### config.mk
export PLATFORM = sky130hd
export DESIGN_NAME = aircraft_agent
export DESIGN_NICKNAME = d
export VERILOG_FILES = /design/src/rtl/aircraft_agent.sv
export SDC_FILE = /design/constraint.sdc
export NUM_CORES = 1
export LEC_CHECK = 0
export ABC_AREA = 1
export BUFFER_PORTS_ARGS = -buffer_cell sky130_fd_sc_hd__buf_4
export CAP_MARGIN = 20
export CORE_MARGIN = 2
export CORE_UTILIZATION = 40
export CTS_CLUSTER_DIAMETER = 30
export CTS_CLUSTER_SIZE = 20
export DETAILED_ROUTE_END_ITERATION = 10
export PLACE_DENSITY = 0.71
export RECOVER_POWER = 25
export REMOVE_ABC_BUFFERS = 1
export SKIP_CTS_REPAIR_TIMING = 1
export SLEW_MARGIN = 20
export SYNTH_ARGS = -nofsm -noshare
export SYNTH_HDL_FRONTEND = slang
export SYNTH_SLANG_ARGS = --single-unit
export TNS_END_PERCENT = 100
### constraint.sdc
create_clock -name clock -period 2.6 [get_ports clock]
set_clock_uncertainty 0.1 [all_clocks]
set_input_delay 0.26 -clock clock [delete_from_list [all_inputs] [get_ports clock]]
set_output_delay 0.26 -clock clock [all_outputs]
set_load 0.03 [all_outputs]
### src/rtl/aircraft_agent.sv
// Pilot-side endpoint of the 9-bit ATC link: requests a runway, waits for the
// controller's reply, occupies the runway when cleared, then declares it free.
module aircraft_agent #(
  parameter int TIMEOUT    = 255,
  parameter int MAX_RETRY  = 3,
  parameter int USE_CYCLES = 16
) (
  input  logic       clock,
  input  logic       reset_n,
  input  logic [3:0] my_id,
  input  logic       start,
  input  logic       want_land,
  output logic [8:0] tx_data,
  output logic       tx_valid,
  input  logic       tx_ready,
  input  logic [8:0] rx_data,
  input  logic       rx_valid,
  output logic       runway_busy,
  output logic       runway_id,
  output logic       busy,
  output logic       done,
  output logic       diverted
);

  // state      | meaning
  // IDLE       | never started since reset
  // SEND_REQ   | REQUEST offered on tx, waiting for tx_ready
  // WAIT_REPLY | REQUEST accepted, waiting for first controller reply
  // WAIT_CLEAR | told to HOLD, waiting for CLEAR
  // USE        | runway occupied for USE_CYCLES cycles
  // SEND_DECL  | DECLARE offered on tx, waiting for tx_ready
  // DONE       | runway released, terminal until next start
  // DIVERTED   | gave up or was diverted, terminal until next start
  localparam logic [2:0] IDLE       = 3'd0;
  localparam logic [2:0] SEND_REQ   = 3'd1;
  localparam logic [2:0] WAIT_REPLY = 3'd2;
  localparam logic [2:0] WAIT_CLEAR = 3'd3;
  localparam logic [2:0] USE        = 3'd4;
  localparam logic [2:0] SEND_DECL  = 3'd5;
  localparam logic [2:0] DONE       = 3'd6;
  localparam logic [2:0] DIVERTED   = 3'd7;

  localparam logic [2:0] MSG_REQUEST = 3'b000;
  localparam logic [2:0] MSG_DECLARE = 3'b001;
  localparam logic [2:0] MSG_CLEAR   = 3'b100;
  localparam logic [2:0] MSG_HOLD    = 3'b101;
  localparam logic [2:0] MSG_DIVERT  = 3'b111;

  localparam int TMAX = (TIMEOUT > USE_CYCLES) ? TIMEOUT : USE_CYCLES;
  localparam int TW   = ($clog2(TMAX + 1) > 8) ? $clog2(TMAX + 1) : 8;
  localparam int RW   = (MAX_RETRY > 0) ? $clog2(MAX_RETRY + 1) : 1;

  logic [2:0]    state;
  logic [TW-1:0] timer;
  logic [RW-1:0] retry;
  logic          dir;

  logic       match;
  logic [2:0] rx_type;
  logic       timed_out;
  logic       use_end;
  logic       retry_max;
  logic       idle_like;
  logic       unused_rx;

  assign match     = rx_valid && (rx_data[8:5] == my_id);
  assign rx_type   = rx_data[4:2];
  assign timed_out = (timer == TW'(TIMEOUT - 1));
  assign use_end   = (timer == TW'(USE_CYCLES - 1));
  assign retry_max = (retry == RW'(MAX_RETRY));
  assign idle_like = (state == IDLE) || (state == DONE) || (state == DIVERTED);
  // The direction bit of a reply carries no information for the pilot side.
  assign unused_rx = rx_data[1];

  always_ff @(posedge clock or negedge reset_n) begin
    if (!reset_n) begin
      state     <= IDLE;
      timer     <= '0;
      retry     <= '0;
      dir       <= 1'b0;
      runway_id <= 1'b0;
    end else begin
      case (state)
        IDLE, DONE, DIVERTED: begin
          if (start) begin
            dir   <= want_land;
            retry <= '0;
            state <= SEND_REQ;
          end
        end
        SEND_REQ: begin
          if (tx_ready) begin
            timer <= '0;
            state <= WAIT_REPLY;
          end
        end
        WAIT_REPLY, WAIT_CLEAR: begin
          // A matching reply always takes precedence over the timeout.
          if (match && rx_type == MSG_CLEAR) begin
            runway_id <= rx_data[0];
            timer     <= '0;
            state     <= USE;
          end else if (match && rx_type == MSG_DIVERT) begin
            state <= DIVERTED;
          end else if (match && rx_type == MSG_HOLD) begin
            timer <= '0;
            state <= WAIT_CLEAR;
          end else if (match || timed_out) begin
            if (retry_max) begin
              state <= DIVERTED;
            end else begin
              retry <= retry + 1'b1;
              state <= SEND_REQ;
            end
          end else if (timer != '1) begin
            timer <= timer + 1'b1;
          end
        end
        USE: begin
          if (use_end) state <= SEND_DECL;
          else         timer <= timer + 1'b1;
        end
        SEND_DECL: begin
          if (tx_ready) state <= DONE;
        end
        default: state <= IDLE;
      endcase
    end
  end

  always_comb begin
    tx_valid = 1'b0;
    tx_data  = '0;
    case (state)
      SEND_REQ: begin
        tx_valid = 1'b1;
        tx_data  = {my_id, MSG_REQUEST, dir, 1'b0};
      end
      SEND_DECL: begin
        tx_valid = 1'b1;
        tx_data  = {my_id, MSG_DECLARE, dir, runway_id};
      end
      default: ;
    endcase
  end

  assign runway_busy = (state == USE);
  assign busy        = !idle_like;
  assign done        = (state == DONE);
  assign diverted    = (state == DIVERTED);

endmodule

==> flow_summary_export.csv <==
group,metric,value,unit
sta,fmax,571.4,MHz
worst_hold_path,hp-class,"in -> reg",
floorplanning,start_util,0.4142,
sta,holdWs,103.9,ps
global_route,grt_pass1_wl,5671,um
floorplanning,die_y,62.55,um
floorplanning,ioPinCount,34,
worst_setup_path,critical_path.cell_chain,"nor2_4, inv_2, nor2_1, nand3_1, nand2_2, inv_2, nand2_4, nand2_1, nand2_1",
logic_synthesis,ys_seq_elements,15,
route,vias,1330,
route,dr.first_iter.drc_count,49,
power,netSwitchingFraction,0.4852,
global_route,overflow,0,
cts,clock-sinks,15,
job,drv_cap,0,
global_route,grt_pass1_vias,1355,
layout,fin_nets,270,
logic_synthesis,ys_seq_area_frac,0.2737,
logic_synthesis,syn_inst,214,
cts,cts_made_buffers,3,
power,combPwrFrac,0.550,
sta,hold_viol_final,0,
status,status,"finished, final reports clean",
cts,clk_latency,280,ps
sta,fin_crit_sh,0.6731,
power,p_seq_frac,0.334,
floorplanning,die_x,62.55,um
power,leakage,0.9955,nW
logic_synthesis,synth_area,0.001371,mm2
layout,n_fill_cell,358,
place,portBuffers,30,
logic_synthesis,synth_cell_types,28,
route,dr.pass1.iters,4,
route,drc,0,
layout,diodes,0,
global_route,track_usage,0.1728,
worst_setup_path,cp_slowest_cell,"dfrtp_1",
worst_setup_path,startpoint_type,"flop",
sta,rsz0062_at_grt,"no",
sta,fin_setup_tns,0,ps
logic_synthesis,synth_edf_count,0,
worst_setup_path,max_stage_delay,480,ps
route,wl_per_cell,9.952,um
sta,maxSlewViolCount,0,
worst_setup_path,path_class,"reg -> reg",
place,hpwl,2254,um
sta,finalCriticalPeriod,1750,ps
logic_synthesis,synth-async-reset-ratio,1.000,
floorplanning,die_area,0.003913,mm2
global_route,grt_max_degree,18,
cts,cts-root-buf,"clkbuf_4",
worst_setup_path,path_max_fanout,17,
sta,tightest_slew,821.0,ps
logic_synthesis,yosysWarningCount,0,
power,intPower,600.0,uW
worst_setup_path,path_buf_inv,2,
place,place_inst,288,
route,vias_per_cell,4.539,
global_route,antenna_found_initial,0,
layout,drive_gt1_frac,0.2389,
sta,maxSlewHeadroom,0.4527,
layout,area_growth,21.90,%
worst_setup_path,crit_family,"simple AND/OR/NAND/NOR gates",
cts,cts_buffer_depth,2,
power,power.switching,565.5,uW
route,ant_nets,0,
worst_setup_path,r2r_slack,850,ps
layout,stdcell_count,293,
cts,h-tree-depth,1,
power,cellPowerDensity,697.2,mW/mm2
logic_synthesis,synth_flop_cell,"dfrtp_1",
power,clkPwrFrac,0.117,
floorplanning,core-area,0.003311,mm2
route,drt-total-wl,2916,um
floorplanning,rows,21,
logic_synthesis,avgSynthCellArea,6.408,um2
worst_setup_path,cp.required,2730,ps
place,place_congestion,0.8118,
worst_setup_path,crit_arrival,1880,ps
cts,clkTransAtPathRegs,90,ps
cts,tritoncts,"yes",
worst_setup_path,worstSetupEndpointType,"flop",
power,ir_drop,0.4506,mV
sta,finalSetupViolCount,0,
[synth_stat cells (2+ instances only)]
master    count  share of area
nor2_1       22          0.060
nand4_1       8          0.036
inv_1        26          0.071
nand3_1      15          0.055
nor2_4        2          0.016
o21ai_0       3          0.011
clkinv_1      2         0.0055
dfrtp_1      15           0.27
nand2_4       3          0.025
inv_2         5          0.014
nand2_2       7          0.032
ha_1          3          0.027
buf_4         2          0.011
xor2_1        4          0.026
o21ai_2       5          0.032
nor3_2        2          0.015
nand3b_1      2          0.011
nand2_1      78           0.21
[layout by cell type, fill, tap and decap left out, types with 3 or more instances in the layout]
| master | count |
|---|---|
| buf_4 | 29 |
| o21ai_0 | 3 |
| nand4_1 | 8 |
| o21ai_2 | 5 |
| nand2_4 | 3 |
| nand2_1 | 78 |
| nor2_1 | 22 |
| xor2_1 | 4 |
| nand3_1 | 15 |
| ha_1 | 3 |
| inv_1 | 26 |
| inv_2 | 5 |
| dfrtp_1 | 15 |
| clkbuf_4 | 3 |
| nand2_2 | 7 |
[kinds of logic after synthesis]
kind of cell | Yosys count | share of synthesized area
XOR/XNOR | 5 | 0.03193
buffers and inverters | 36 | 0.1040
adder cells (fa/ha/maj) | 3 | 0.02738
AND/OR/NAND/NOR | 142 | 0.4927
flip-flops | 15 | 0.2737
AO/OA/AOI/OAI | 12 | 0.06751
other | 1 | 0.002735
[flip-flops by register name, indices dropped and copies added, names as in the netlist]
name and count:
state 3, retry 2, runway_id 1, dir 1, timer 8
[through the flow]
| stage | cell area [um2] | power, mW | worst slack (ps) | util |
|---|---|---|---|---|
| after floorplan | 1356 | 0.8731 | 881.7 | - |
| after global placement | 1639 | 1.033 | 894.7 | 0.4951 |
| after detailed placement | 1639 | 1.041 | 874.7 | 0.4951 |
| after CTS | 1665 | 1.184 | 837.6 | 0.5030 |
| after global routing | 1672 | 1.292 | 650.2 | 0.5049 |
| final | 1672 | 1.166 | 849.9 | 0.5049 |
[routing by layer]
metal  part of all wire  up-vias  GRT usage
met4             0.0031        0    0.02500
met5                  0        -          0
li1                   -      726          -
met3              0.039        2    0.03604
met1               0.50      582     0.2149
met2               0.46       20     0.3132
[power by group through the flow]
stage	combinational [mW]	clock (mW)	sequential (mW)
final	0.641	0.136	0.389
after global routing	0.741	0.152	0.399
after CTS	0.651	0.144	0.389
after detailed placement	0.648	0	0.393
after global placement	0.639	0	0.393
after floorplan	0.490	0	0.383
[worst min-delay path: stages]
cell     delay [ps]
buf_4            80
nand3_1          60
nand2_1          60
[final cells by class]
type	instances	area, um2	share of cell area
clock buffer	4	26.28	0.01572
inverter	33	123.9	0.07410
multi-input combinational	164	857.1	0.5127
sequential	15	375.4	0.2246
tap	46	57.56	0.03443
timing repair buffer	31	231.5	0.1385
[final timing paths]
check,start,end,depth (start not counted)
hold reg to reg,retry[1],retry[1],2
max in group asynchronous,reset_n,timer[6],2
min in group asynchronous,reset_n,timer[7],2
setup reg to reg,state[2],timer[2],9
setup / recovery,state[2],timer[2],9
hold / removal,rx_data[0],runway_id,3
(Power assumes the default switching activity.)
